$ cat src/rtl/if_fetch_if.sv
// Pipeline-side bundle of the fetch stage: stall vector, branch redirect from
// ID and the {ce, pc} bus presented to ID.
interface if_fetch_if #(
  parameter int STALL_W = 6
);
  logic [STALL_W-1:0] stall;
  logic [32:0]        br_bus;
  logic [32:0]        if_to_id_bus;

  // if_to_id_bus[32] (ce) marks the bus as valid; stall[0] is the only
  // back-pressure: while it is Stop, IF holds the bus and ID must not consume it.
  modport master (input stall, input br_bus, output if_to_id_bus);
  modport slave  (output stall, output br_bus, input if_to_id_bus);
endinterface

$ cat src/rtl/if_fetch.sv
// Instruction-fetch stage: PC register, SRAM fetch address and a buffered
// redirect so a branch seen while IF is stalled survives the stall.
module if_fetch #(
  parameter logic [31:0] RESET_PC = 32'hBFC0_0000,
  parameter int          STALL_W  = 6
) (
  input  logic           clk,
  input  logic           rst,
  if_fetch_if.master     pipe,
  output logic           inst_sram_en,
  output logic [3:0]     inst_sram_wen,
  output logic [31:0]    inst_sram_addr,
  output logic [31:0]    inst_sram_wdata,
  output logic           fetch_adel,
  output logic           br_pending_o,
  output logic [1:0]     state_dbg_o
);

  typedef enum logic [1:0] {
    BOOT    = 2'd0,
    RUN     = 2'd1,
    BR_HOLD = 2'd2
  } state_e;

  state_e      state_q, state_d;
  logic [31:0] pc_q, pc_d;
  logic        ce_q, ce_d;
  logic        pend_q, pend_d;
  logic [31:0] pend_addr_q, pend_addr_d;

  logic        stall_if;
  logic        br_e;
  logic [31:0] br_addr;
  logic [31:0] next_pc;

  assign stall_if = pipe.stall[0];
  assign br_e     = pipe.br_bus[32];
  assign br_addr  = pipe.br_bus[31:0];

  // A buffered redirect outranks a fresh one from ID.
  assign next_pc = pend_q ? pend_addr_q :
                   br_e   ? br_addr     :
                            pc_q + 32'd4;

  always_ff @(posedge clk or posedge rst) begin
    if (rst) begin
      state_q     <= BOOT;
      pc_q        <= RESET_PC - 32'd4;
      ce_q        <= 1'b0;
      pend_q      <= 1'b0;
      pend_addr_q <= 32'd0;
    end else begin
      state_q     <= state_d;
      pc_q        <= pc_d;
      ce_q        <= ce_d;
      pend_q      <= pend_d;
      pend_addr_q <= pend_addr_d;
    end
  end

  always_comb begin
    state_d     = state_q;
    pc_d        = pc_q;
    ce_d        = ce_q;
    pend_d      = pend_q;
    pend_addr_d = pend_addr_q;
    case (state_q)
      BOOT: begin
        if (!stall_if) begin
          ce_d    = 1'b1;
          pc_d    = pc_q + 32'd4;
          state_d = RUN;
        end
      end
      RUN: begin
        if (!stall_if) begin
          pc_d = next_pc;
        end else if (br_e) begin
          pend_d      = 1'b1;
          pend_addr_d = br_addr;
          state_d     = BR_HOLD;
        end
      end
      BR_HOLD: begin
        if (stall_if) begin
          // ID still holding the branch re-presents its target.
          if (br_e) pend_addr_d = br_addr;
        end else begin
          pc_d    = next_pc;
          pend_d  = 1'b0;
          state_d = RUN;
        end
      end
      default: begin
        state_d = BOOT;
      end
    endcase
  end

  assign pipe.if_to_id_bus = {ce_q, pc_q};
  assign inst_sram_en      = ce_q;
  assign inst_sram_wen     = 4'b0000;
  assign inst_sram_addr    = pc_q;
  assign inst_sram_wdata   = 32'd0;
  assign fetch_adel        = ce_q & (pc_q[1:0] != 2'b00);
  assign br_pending_o      = pend_q;
  assign state_dbg_o       = state_q;

endmodule

$ cat src/flat_wrapper.sv
// flat-port wrapper written by rule: the top's interface ports become plain ports
module if_fetch_flat 
#(
  parameter logic [31:0] RESET_PC = 32'hBFC0_0000,
  parameter int          STALL_W  = 6
)
  (clk, rst, inst_sram_en, inst_sram_wen, inst_sram_addr, inst_sram_wdata, fetch_adel, br_pending_o, state_dbg_o, pipe_stall, pipe_br_bus, pipe_if_to_id_bus);
  if_fetch_if #(.STALL_W(STALL_W)) pipe_i ();
  input  logic clk;
  input  logic rst;
  output logic inst_sram_en;
  output logic [3:0] inst_sram_wen;
  output logic [31:0] inst_sram_addr;
  output logic [31:0] inst_sram_wdata;
  output logic fetch_adel;
  output logic br_pending_o;
  output logic [1:0] state_dbg_o;
  input wire logic [$bits(pipe_i.stall)-1:0] pipe_stall;
  input wire logic [$bits(pipe_i.br_bus)-1:0] pipe_br_bus;
  output wire logic [$bits(pipe_i.if_to_id_bus)-1:0] pipe_if_to_id_bus;
  assign pipe_i.stall = pipe_stall;
  assign pipe_i.br_bus = pipe_br_bus;
  assign pipe_if_to_id_bus = pipe_i.if_to_id_bus;
  if_fetch #(.RESET_PC(RESET_PC), .STALL_W(STALL_W)) u_core (.clk(clk), .rst(rst), .pipe(pipe_i), .inst_sram_en(inst_sram_en), .inst_sram_wen(inst_sram_wen), .inst_sram_addr(inst_sram_addr), .inst_sram_wdata(inst_sram_wdata), .fetch_adel(fetch_adel), .br_pending_o(br_pending_o), .state_dbg_o(state_dbg_o));
endmodule
$ cat config.mk
export PLATFORM = sky130hd
export DESIGN_NAME = if_fetch_flat
export DESIGN_NICKNAME = d
export VERILOG_FILES = /design/src/rtl/if_fetch_if.sv /design/src/rtl/if_fetch.sv /design/src/flat_wrapper.sv
export SDC_FILE = /design/constraint.sdc
export NUM_CORES = 1
export LEC_CHECK = 0
export BUFFER_PORTS_ARGS = -buffer_cell sky130_fd_sc_hd__buf_2
export CAP_MARGIN = 20
export CORE_MARGIN = 10
export CORE_UTILIZATION = 30
export DETAILED_ROUTE_END_ITERATION = 8
export SYNTH_ARGS = -nofsm -noshare
export SYNTH_HDL_FRONTEND = slang
export SYNTH_SLANG_ARGS = --single-unit
$ cat constraint.sdc
create_clock -name clk -period 2.8 [get_ports clk]
set_input_delay 0.56 -clock clk [delete_from_list [all_inputs] [get_ports clk]]
set_output_delay 0.56 -clock clk [all_outputs]
set_load 0.02 [all_outputs]
== Word-level counts from Yosys, hierarchy flattened ==
Index checks and enable logic that the tools add are counted.
Storage, ports and cells
  word-level logic and storage cells: 40
  flip-flop bits (word level): 68
Operators by class
  add/subtract/negate cells: 1
  bitwise logic cells: 2
  mux-type cells: 13
  reduce and logical (&&, ||, !) cells: 11
  equal/unequal tests: 8
Operators with widths (count)
  two-way mux 32 bit: 4
  case mux 32 bit (2 select lines): 1
  adder 32 x 3 -> 32 bit (second input constant): 1
  inequality test 2 bit (second input constant): 6
  AND reduction 3 bit: 3
  two-way mux 2 bit: 3
  nonzero test 2 bit: 3
  case mux 2 bit (2 select lines): 1
  AND reduction 4 bit: 1
  OR reduction 2 bit: 2
  two-way mux 1 bit: 3
  == test 2 x 1 -> 1 bit (second input constant): 1
  == test 2 bit (second input constant): 1
  logical NOT 2 bit: 1
  case mux 1 bit (2 select lines): 1
  AND reduction 2 bit: 1
  AND 1 bit: 1
  NOT 1 bit: 1

== Logic depth before layout (Yosys ltp) ==
  depth in word-level cells: 5
  mapped depth: 8
  mapped depth without buffers: 7

== Least setup slack after synthesis ==
Ideal clock, no wire load.
  path type: flip-flop to flip-flop
  start point: register u_core.pc_q[4] (netlist: u_core.inst_sram_addr[4])
  end point: register u_core.pc_q[29] (netlist: u_core.inst_sram_addr[29])
  data arrival time: 2433 ps
  library setup time: 82 ps
  required time: 2718 ps
  path slack: 285 ps
  cell stages (with the launch flop): 7
  cell sequence: dfstp_2 -> nand4_2 -> or4_1 -> buf_2 -> or4_4 -> a21o_1 -> a211o_1
On the way
  longest elaborated chain between the ends: 5
  elaborated cells on any way between the ends: 6
  classes of those cells: 1 x add/sub; 5 x mux
RTL lines
  from (decl): line if_fetch.sv:26  | logic [31:0] pc_q, pc_d;
  from (signal assigned): line if_fetch.sv:48  | pc_q <= RESET_PC - 32'd4;
  from (signal assigned): line if_fetch.sv:54  | pc_q <= pc_d;
  adder 32 x 3 -> 32 bit *: line if_fetch.sv:43, if_fetch.sv:71
  two-way mux 32 bit: line if_fetch.sv:42  | br_e ? br_addr :
  two-way mux 32 bit: line if_fetch.sv:41  | assign next_pc = pend_q ? pend_addr_q :
  two-way mux 32 bit: line if_fetch.sv:76, if_fetch.sv:85
  case mux 32 bit (2 select lines) *: line if_fetch.sv:67  | case (state_q)
Every way passes the cells marked *; elsewhere a longest branch is shown, timed or not. The select of a mux whose other input is x is not followed.
A chain may end at the register's enable or synchronous reset.

== Worst setup path in the final report ==
Same ends and word-level chain as after synthesis.

==> results.yml <==
yosys:
  syn_area_sq_um: 4310
  syn_inst: 462
  yosysSeqAreaShare_pct: 40.3
  syn_avg_cell_area_sq_um: 9.32
  synth_seq_cells: 68
  ys_async_sr_fraction_pct: 100
  yosysWarnings: 0
  synth_top_area_share_pct: 23.2
  synth_top_area_cell: "dfrtp_1"
  synth_edf_count: 0
  synth_cell_types: 57
  synthFlopType: "dfrtp_1"
  yosys-top-cells-area: "dfrtp_1 23%, dfstp_2 17%, buf_4 12%, mux2_2 8.4%, o21ai_0 4.0%"
sta:
  hold_ws_ns: 0.305
  tns_ns: 0
  setup_viol: 0
  rsz0062_at_grt: "false"
  worst_pin_slew_ns: 0.517
  fin_ws_ns: 0.243
  min_period_over_period_pct: 91.3
  slew_viol_final: 0
  hold_viol: 0
  fmax_mhz: 391
  fin_crit_ns: 2.56
  finalClockSkew_ns: 0.00677
  slew_headroom_pct: 65.3
setup_path:
  crit_arrival_ns: 2.81
  crit_path_cell_trace: "nand4_2 -> or4_1 -> or4_4 -> a21o_1 -> a211o_1"
  critPathKind: "flop to flop"
  cp_top_family: "simple AND/OR/NAND/NOR gates"
  cp.required_ns: 3.06
  reg2regPathDepth: 5
  slowest_stage: "or4_1"
  crit_path_max_fanout: 8
  cp_num_cells: 5
  start_kind: "flop"
  cp-end-kind: "flop"
  slowest_delay_ns: 0.70
  cp_num_buf_inv: 0
placement:
  gp_congestion: 0.835
  dp_hpwl_um: 9230
  pre_cts_ws_ns: 0.263
  port-buffer-count: 105
cts:
  clockBufferDepth: 2
  clkSinkCount: 68
  clk-insertion-delay-late_ns: 0.33
  cts_tree: "built"
  cts_hold_buf: 0
  ctsHtreeMaxLevel: 3
  cts_resized: 0
  clockRootBuffer: "clkbuf_16"
  cts_inserted_buffers: 9
  clk_pin_slew_ns: 0.05
  cts_setup_buffers: 0
layout:
  num_antenna_cells: 0
  nNetsFinal: 579
  fillerInstances: 1408
  utilization_pct: 35.7
  drive_gt1_share_pct: 37.9
  layout_commonest_cell: "buf_2"
  area.growth.synth_to_final_pct: 16.1
  regArea_sq_um: 1740
  multi_input_area_sq_um: 2060
  most-common-layout-cells: "105 x buf_2, 45 x nand2_1, 40 x dfrtp_1"
pwr:
  vdd_drop_max_v: 0.000532
  p_leak_uw: 0.00221
  powerDensity_nw_per_um2: 1390
  total_power_uw: 6950
floorplan:
  die_y_um: 140
  die_w_um: 140
  rows: 43
  initial_utilization_pct: 30.8
  dieArea_sq_um: 19500
  ioPinCount: 147
  core_sq_um: 14000
grt:
  grt.total_usage_pct: 12.4
  grt-ovfl-total: 0
  grt_pass1_vias: 3742
  grt_max_degree: 69
  antenna_found_initial: 0
  grt_pass1_wl_um: 19900
route:
  drt-total-wl_um: 12400
  drtIter0Drc: 171
  first_pass_iters: 5
  vias: 3655
  viasPerCell: 5.09
  remaining_drc_errors: 0
  wl_per_cell_um: 17.3
  ant_nets: 0
worst_hold_path:
  hp-class: "primary input to asynchronous set/reset pin"
outcome:
  status: "finished clean"
job:
  maxCapViolCount: 0
cells in the mapped netlist (all sizes together) (2+ instances only):
master / count
buf: 73
nand3b: 2
mux2: 32
a211o: 3
o311ai: 6
nor2b: 5
or3: 5
a21o: 7
o31ai: 2
and4: 3
a31oi: 7
nand4: 8
a221o: 3
or4: 4
o21a: 4
nand3: 14
a21oi: 13
ha: 5
dfrtp: 40
inv: 5
nand2b: 2
o31a: 2
o21ai: 36
clkbuf: 22
nor2: 25
nand2: 45
nor4: 9
dfstp: 28
a22oi: 15
nor3: 9
a22o: 11
o22a: 2
tightest hold or removal path, stage by stage:
cell	delay, ns
buf_2	0.10
inv_2	0.06
buf_12	0.32
cells by family (layout without fill, tap and decap cells):
kind of cell    Yosys count  count (layout)  share of synthesized area, %
simple gates            136             136                          15.9
compound gates          119             119                          18.9
other cells               1              36                        0.0871
mux                      33              33                          8.60
fa+ha+maj                 5               5                          1.45
flops                    68              68                          40.3
buf+inv                 100             141                          14.8
sequential cells by signal, summed over array words and instances, names as in the netlist:
name	cells
u_core.pend_addr_q	32
u_core.state_dbg_o	2
u_core.inst_sram_en	1
u_core.inst_sram_addr	32
u_core.br_pending_o	1
stage by stage:
step	cell area, sq um	cells
final	5000	718
after global routing	5000	718
after global placement	4700	702
after floorplan	4440	497
after detailed placement	4700	702
after CTS	5000	718
layout make-up:
type / instances / area share [%]
multi-input cells: 329 / 41.3
flip-flops and latches: 68 / 34.7
repair buffers: 120 / 13.0
clock buffers: 12 / 5.13
well taps: 180 / 4.50
clock inverters: 4 / 0.951
inverters: 5 / 0.375
metal layers:
metal	up-vias	share of wire, %	track usage, %	wire (um)
met5	-	0	0	0
met4	0	1.1	5.00	133
met3	8	10	4.76	1280
met2	152	46	19.5	5690
met1	1764	43	14.7	5330
li1	1731	-	-	-
power breakdown:
part	internal (uW)	leakage, uW	switching (uW)
clock network	735	0.000149	427
registers	1640	0.000765	549
logic	1430	0.00129	2160
path summary, 6_finish.rpt:
check,endpoint,slack [ns],from
worst max-delay path,u_core.inst_sram_addr[29]$_DFFE_PP1P_,0.24,u_core.inst_sram_addr[4]$_DFFE_PP1P_
worst min-delay path,u_core.pend_addr_q[2]$_DFFE_PP0P_,0.31,rst
worst max register to register,u_core.inst_sram_addr[29]$_DFFE_PP1P_,0.24,u_core.inst_sram_addr[4]$_DFFE_PP1P_
worst min register to register,u_core.pend_addr_q[19]$_DFFE_PP0P_,0.50,u_core.pend_addr_q[19]$_DFFE_PP0P_
max in group asynchronous,u_core.inst_sram_addr[23]$_DFFE_PP1P_,2.16,rst
min in group clk,u_core.pend_addr_q[26]$_DFFE_PP0P_,0.47,pipe_br_bus[26]
(Power assumes the default switching activity.)
